File: src/rtl/div_share_pkg.sv
//==============================================================================
// Module  : div_share_pkg
// Brief   : Shared types and constants for the time-shared divider controller.
// Revision: 1.0 - initial release
//==============================================================================
`default_nettype none

package div_share_pkg;

    typedef enum logic [1:0] {
        IDLE = 2'd0,
        RUN  = 2'd1,
        RESP = 2'd2,
        GAP  = 2'd3
    } state_t;

    localparam int c_timeout_def = 64;

    // A timer of this width can hold TIMEOUT-1.
    function automatic int tmr_width(input int t);
        return (t < 3) ? 1 : $clog2(t);
    endfunction

    localparam int c_tmr_w_def = tmr_width(c_timeout_def);

    localparam logic [1:0] c_err_none = 2'd0;
    localparam logic [1:0] c_err_div0 = 2'd1;
    localparam logic [1:0] c_err_tmo  = 2'd2;

endpackage

`default_nettype wire

File: src/rtl/div_share_ctrl_rr_pick.sv
//==============================================================================
// Module  : rr_pick
// Brief   : Combinational round-robin select, searching upward from ptr+1.
// Revision: 1.0 - initial release
//==============================================================================
`default_nettype none

module rr_pick #(
    parameter int NR_REQ = 4,
    parameter int PTR_W  = 2
) (
    input  logic [NR_REQ-1:0] req,
    input  logic [PTR_W-1:0]  ptr,
    output logic [PTR_W-1:0]  grant,
    output logic              any
);

    logic [PTR_W:0] w_idx;

    // Walk the offsets from farthest to nearest so the nearest requester wins.
    always_comb begin
        grant = '0;
        any   = |req;
        w_idx = '0;
        for (int k = NR_REQ; k >= 1; k--) begin
            w_idx = {1'b0, ptr} + (PTR_W+1)'(k);
            if (w_idx >= (PTR_W+1)'(NR_REQ)) begin
                w_idx = w_idx - (PTR_W+1)'(NR_REQ);
            end
            if (req[w_idx[PTR_W-1:0]]) begin
                grant = w_idx[PTR_W-1:0];
            end
        end
    end

endmodule

`default_nettype wire

File: src/rtl/div_share_ctrl.sv
//==============================================================================
// Module  : div_share_ctrl
// Brief   : Time-shares one divider between NR_REQ requesters (RR arbitration).
// Revision: 1.0 - initial release
//==============================================================================
`default_nettype none

module div_share_ctrl
    import div_share_pkg::*;
#(
    parameter int NR_REQ  = 4,
    parameter int WIDTH   = 12,
    parameter int TIMEOUT = c_timeout_def
) (
    input  logic                    clk,
    input  logic                    rst,
    input  logic [NR_REQ-1:0]       req_valid,
    input  logic [NR_REQ*WIDTH-1:0] req_dividend,
    input  logic [NR_REQ*WIDTH-1:0] req_divisor,
    output logic [NR_REQ-1:0]       req_ready,
    output logic [NR_REQ-1:0]       resp_valid,
    output logic [WIDTH-1:0]        resp_res,
    output logic                    resp_err,
    output logic                    div_en,
    output logic [WIDTH-1:0]        div_dividend,
    output logic [WIDTH-1:0]        div_divisor,
    input  logic [WIDTH-1:0]        div_res,
    input  logic                    div_busy,
    input  logic                    div_ready
);

    localparam int c_ptr_w = $clog2(NR_REQ);
    localparam int c_tmr_w = tmr_width(TIMEOUT);
    localparam logic [c_ptr_w-1:0] c_ptr_rst = c_ptr_w'(NR_REQ - 1);
    localparam logic [c_tmr_w-1:0] c_tmr_max = c_tmr_w'(TIMEOUT - 1);

    state_t              r_state;
    state_t              w_state_nxt;
    logic [c_ptr_w-1:0]  r_ptr;
    logic [c_ptr_w-1:0]  r_gnt;
    logic [WIDTH-1:0]    r_dvd;
    logic [WIDTH-1:0]    r_dvs;
    logic [WIDTH-1:0]    r_res;
    logic [1:0]          r_err;
    logic [c_tmr_w-1:0]  r_timer;
    logic                r_started;

    logic [c_ptr_w-1:0]  w_gnt;
    logic                w_any;
    logic [WIDTH-1:0]    w_sel_dvd;
    logic [WIDTH-1:0]    w_sel_dvs;
    logic                w_accept;
    logic                w_div0;
    logic                w_done;
    logic                w_tmo;
    logic [NR_REQ-1:0]   w_gnt_oh;
    logic [NR_REQ-1:0]   w_act_oh;

    rr_pick #(
        .NR_REQ (NR_REQ),
        .PTR_W  (c_ptr_w)
    ) u_rr_pick (
        .req    (req_valid),
        .ptr    (r_ptr),
        .grant  (w_gnt),
        .any    (w_any)
    );

    assign w_sel_dvd = req_dividend[int'(w_gnt)*WIDTH +: WIDTH];
    assign w_sel_dvs = req_divisor[int'(w_gnt)*WIDTH +: WIDTH];

    // Next-state and handshake decode.
    always_comb begin
        w_state_nxt = r_state;
        w_accept    = 1'b0;
        w_div0      = 1'b0;
        w_done      = 1'b0;
        w_tmo       = 1'b0;
        case (r_state)
            IDLE: begin
                if (w_any) begin
                    w_accept    = 1'b1;
                    w_div0      = (w_sel_dvs == '0);
                    w_state_nxt = w_div0 ? RESP : RUN;
                end
            end
            RUN: begin
                // Ready is only trusted once Busy has been seen; before that it is stale.
                if (r_started && div_ready) begin
                    w_done      = 1'b1;
                    w_state_nxt = RESP;
                end else if (r_timer == c_tmr_max) begin
                    w_tmo       = 1'b1;
                    w_state_nxt = RESP;
                end
            end
            RESP:    w_state_nxt = GAP;
            GAP:     w_state_nxt = IDLE;
            default: w_state_nxt = IDLE;
        endcase
    end

    // Output decode.
    always_comb begin
        w_gnt_oh        = '0;
        w_gnt_oh[w_gnt] = 1'b1;
        w_act_oh        = '0;
        w_act_oh[r_gnt] = 1'b1;
        req_ready       = (w_accept && !rst) ? w_gnt_oh : '0;
        resp_valid      = '0;
        resp_res        = '0;
        resp_err        = 1'b0;
        if (r_state == RESP) begin
            resp_valid = w_act_oh;
            resp_res   = r_res;
            resp_err   = (r_err != c_err_none);
        end
        div_en       = (r_state == RUN);
        div_dividend = r_dvd;
        div_divisor  = r_dvs;
    end

    always_ff @(posedge clk) begin
        if (rst) begin
            r_state   <= IDLE;
            r_ptr     <= c_ptr_rst;
            r_gnt     <= '0;
            r_dvd     <= '0;
            r_dvs     <= '0;
            r_res     <= '0;
            r_err     <= c_err_none;
            r_timer   <= '0;
            r_started <= 1'b0;
        end else begin
            r_state <= w_state_nxt;
            case (r_state)
                IDLE: begin
                    if (w_accept) begin
                        r_gnt     <= w_gnt;
                        r_ptr     <= w_gnt;
                        r_dvd     <= w_sel_dvd;
                        r_dvs     <= w_sel_dvs;
                        r_timer   <= '0;
                        r_started <= 1'b0;
                        r_res     <= '0;
                        r_err     <= w_div0 ? c_err_div0 : c_err_none;
                    end
                end
                RUN: begin
                    if (div_busy) begin
                        r_started <= 1'b1;
                    end
                    if (w_done) begin
                        r_res <= div_res;
                        r_err <= c_err_none;
                    end else if (w_tmo) begin
                        r_res <= '0;
                        r_err <= c_err_tmo;
                    end else begin
                        r_timer <= r_timer + 1'b1;
                    end
                end
                RESP: begin
                    r_timer   <= '0;
                    r_started <= 1'b0;
                end
                default: begin
                end
            endcase
        end
    end

endmodule

`default_nettype wire
File: config.mk
export PLATFORM = sky130hd
export DESIGN_NAME = div_share_ctrl
export DESIGN_NICKNAME = d
export VERILOG_FILES = /design/src/rtl/div_share_pkg.sv /design/src/rtl/div_share_ctrl_rr_pick.sv /design/src/rtl/div_share_ctrl.sv
export SDC_FILE = /design/constraint.sdc
export NUM_CORES = 1
export LEC_CHECK = 0
export BUFFER_PORTS_ARGS = -buffer_cell sky130_fd_sc_hd__buf_2
export CAP_MARGIN = 10
export CELL_PAD_IN_SITES_DETAIL_PLACEMENT = 1
export CELL_PAD_IN_SITES_GLOBAL_PLACEMENT = 2
export CORE_MARGIN = 3
export CORE_UTILIZATION = 22
export CTS_CLUSTER_SIZE = 24
export DETAILED_ROUTE_END_ITERATION = 16
export GPL_TIMING_DRIVEN = 0
export PLACE_DENSITY = 0.75
export SLEW_MARGIN = 10
export SYNTH_ARGS = -nofsm -noshare
export SYNTH_HDL_FRONTEND = slang
export SYNTH_HIERARCHICAL = 1
export SYNTH_SLANG_ARGS = --single-unit
File: constraint.sdc
create_clock -name clk -period 2.53 [get_ports clk]
set_clock_uncertainty 0.15 [all_clocks]
set_input_delay 0 -clock clk [delete_from_list [all_inputs] [get_ports clk]]
set_output_delay 0 -clock clk [all_outputs]
set_load 0.01 [all_outputs]
==> results.yml <==
cts:
  cts_tree: "built"
  number_of_h_tree_levels: 2
  cts_root_buffer: "sky130_fd_sc_hd__clkbuf_16"
  clock_tree.buffer_depth: 2
  clock_sinks: 51
  clkSlewWorstSetupHoldPaths_ps: 70
  cts_inserted_buffers: 5
  clock_latency_ps: 290
detailed_routing:
  vias: 3089
  drt-initial-drc-count: 52
  postRouteAntennaNets: 0
  detail_route.wl_per_cell_um: 15.4
  drtPass1Iterations: 4
  post-route-drc-count: 0
  drt-total-wl_um: 10500
  post_drt_via_cell_ratio: 4.53
floorplanning:
  fp.dieW_um: 121
  ios: 162
  std_cell_rows: 41
  floorplan.initialDensity: 0.227
  die_height_um: 121
  floorplan.die_area_mm2: 0.0146
  placeableCoreArea_mm2: 0.0128
critical_path:
  timing.critical_path.from_type: "flop"
  cp_data_required_time_ps: 2550
  cp_slowest_cell: "sky130_fd_sc_hd__mux4_2"
  crit_end_category: "flop"
  critical-path-top-cell-by-count: "sky130_fd_sc_hd__a21oi_2"
  crit_buf_inv: 2
  timing.critical_path.max_delay_family: "simple AND/OR/NAND/NOR gates"
  timing_worst_setup_path_type: "reg2reg"
  worstReg2RegStart: "r_ptr[1]$_SDFFE_PP1P_"
  series_of_cell_instances_along_the_critical_path: "nand2b_4 -> a21oi_2 -> o221ai_2 -> buf_4 -> buf_8 -> mux4_2 -> nor4_4 -> and4_4 -> or3_4 -> a21oi_2"
  worst_path_largest_cell_delay_ps: 540
  arrival_ps: 2650
  worst_setup_path_startpoint: "r_ptr[1]$_SDFFE_PP1P_"
  timing.critical_path.fanout_max: 5
logic_synthesis:
  fraction_of_registers_with_async_set_reset: 0
  synth_edf_count: 0
  synthCells: 317
  synth_net_count: 438
  yosys-top-cells-count: "sky130_fd_sc_hd__nand2_1, sky130_fd_sc_hd__dfxtp_1, sky130_fd_sc_hd__a21oi_1"
  post-synth-top-area-fraction: 0.352
  netlist_area_mm2: 0.00290
  yosys_warnings: 6
  post-synth-top-count-cell: "sky130_fd_sc_hd__nand2_1"
  synthDistinctLibCells: 40
  synth-main-ff-cell: "sky130_fd_sc_hd__dfxtp_1"
  synth.ff_latch_count: 51
  synth_area_leader_cell: "sky130_fd_sc_hd__dfxtp_1"
  ys_top_cells_by_area: "sky130_fd_sc_hd__dfxtp_1, sky130_fd_sc_hd__mux4_2, sky130_fd_sc_hd__nand2_1"
  syn_area_per_cell_um2: 9.15
  ys_seq_area_frac: 0.352
finish:
  final_layout_size_suffix_gt1_frac: 0.439
  number_of_antenna_repair_diodes: 0
  flow.area_growth_from_synthesis_pct: 51.4
  design.final.nets: 630
global_route:
  antenna_found_initial: 0
  wire_length_of_the_first_global_routing_pass_um: 16700
  grt_max_degree: 17
  grtUsageTotal: 0.143
  first_global_vias: 3379
  gr-total-overflow: 0
placement:
  place_ws_ps: -299
  hpwlAfterDp_um: 8360
  place.port_buffers: 160
  gp_routability_congestion: 0.775
power:
  power.total_mw: 4.33
  power-per-cell-area_mw_per_mm2: 986
  power.leakage_nw: 2.03
  worst_vdd_drop_mv: 0.322
timing:
  worst_slack_ps: -104
  setup-violations-final: 3
  clock.fmax_mhz: 380
  max-slew-margin-rel: 0.635
  min_period_over_period: 1.04
  final.setup.tns_ps: -211
  setup_repair_after_global_routing_missed_its_margin: "true"
  worst_slew_pin_slew_ps: 547
  timing.final.crit_period_ps: 2630
  final-hold-violation-count: 0
  slew_violations: 0
run_status:
  result_of_the_run: "complete, but fails checks"
  violations: "negative setup slack"
job:
  maxCapViolCount: 0
min_path:
  hold_path.startpoint: "req_dividend[27]"
  hold_path.class: "in2reg"
-- area by class of cell --
| type | instances | area (um2) |
|---|---|---|
| Tap cell | 172 | 215 |
| Sequential cell | 51 | 1020 |
| Inverter | 5 | 18.8 |
| Timing Repair Buffer | 185 | 1030 |
| Multi-Input combinational cell | 240 | 1830 |
| Buffer | 21 | 108 |
| Fill cell | 1543 | 8390 |
| Clock inverter | 3 | 43.8 |
| Clock buffer | 5 | 125 |
-- report_power, final --
part	switching (mW)	internal, mW
sequential	0.150	1.04
clock	0.320	0.467
combinational	1.28	1.07
-- metrics by stage --
| step | cell area, um2 | util | hold WS [ps] | instances |
|---|---|---|---|---|
| floorplan | 2900 | - | -9.58 | 317 |
| global placement | 3920 | 0.306 | 92.9 | 649 |
| detailed placement | 3920 | 0.306 | 98.4 | 649 |
| CTS | 4310 | 0.337 | 27.0 | 675 |
| global route | 4390 | 0.344 | 63.3 | 682 |
| finish | 4390 | 0.344 | 24.9 | 682 |
-- timing repair --
| item | CTS | global route |
|---|---|---|
| resized for setup | 12 | 9 |
| pin swaps | 6 | 6 |
| setup endpoints to repair | 12 | 13 |
| gates cloned | 1 | 0 |
| endpoints found under the hold margin | 14 | 0 |
| buffers inserted | 3 | 7 |
| hold buffers | 14 | 0 |
-- worst paths after layout --
path / endpoint / slack (ps) / cells past startpoint
max: r_state[0]$_SDFFE_PP0P_ / -100 / 10
min: div_dividend[3]$_SDFFE_PP0P_ / 20 / 4
max reg2reg: r_state[0]$_SDFFE_PP0P_ / -100 / 10
min reg2reg: div_dividend[4]$_SDFFE_PP0P_ / 310 / 2
-- kinds of logic after synthesis --
family | Yosys count | synth area share
adder cells (fa/ha/maj) | 5 | 0.0216
AND/OR/NAND/NOR | 142 | 0.246
multiplexers | 37 | 0.231
AO/OA/AOI/OAI | 56 | 0.110
flip-flops | 51 | 0.352
buffers and inverters | 26 | 0.0388
-- metal layers --
layer | track usage | vias to the layer above | routed length, um
li1 | - | 1501 | -
met1 | 0.165 | 1462 | 4270
met2 | 0.265 | 122 | 5360
met3 | 0.0393 | 4 | 790
met4 | 0.0297 | 0 | 78
met5 | 0 | - | 0
-- state kept, by name (all words and copies together) (netlist names) --
name          flops
div_divisor      12
r_state           2
r_err             2
r_gnt             2
div_dividend     12
r_ptr             2
r_res            12
r_started         1
r_timer           6
-- worst reg2reg max path, delay by kind of cell (launching register included) --
kind                   cells  cell delay [ps]
buffers and inverters      2              300
flip-flops                 1              370
AND/OR/NAND/NOR            4              840
multiplexers               1              540
AO/OA/AOI/OAI              3              300
-- placed cells by master (no fill, tap or decap), types with 5 or more instances in the layout --
cell / instances
sky130_fd_sc_hd__o21ai_0: 5
sky130_fd_sc_hd__dlygate4sd3_1: 14
sky130_fd_sc_hd__clkbuf_1: 13
sky130_fd_sc_hd__and2_1: 25
sky130_fd_sc_hd__dfxtp_1: 50
sky130_fd_sc_hd__nand2_1: 61
sky130_fd_sc_hd__mux2i_1: 13
sky130_fd_sc_hd__a21oi_1: 37
sky130_fd_sc_hd__ha_1: 5
sky130_fd_sc_hd__mux4_2: 24
sky130_fd_sc_hd__nor2_1: 21
sky130_fd_sc_hd__buf_4: 10
sky130_fd_sc_hd__nand2b_1: 5
sky130_fd_sc_hd__inv_1: 5
sky130_fd_sc_hd__buf_2: 162
sky130_fd_sc_hd__clkbuf_16: 5
Power figures use the tool's default switching activity.
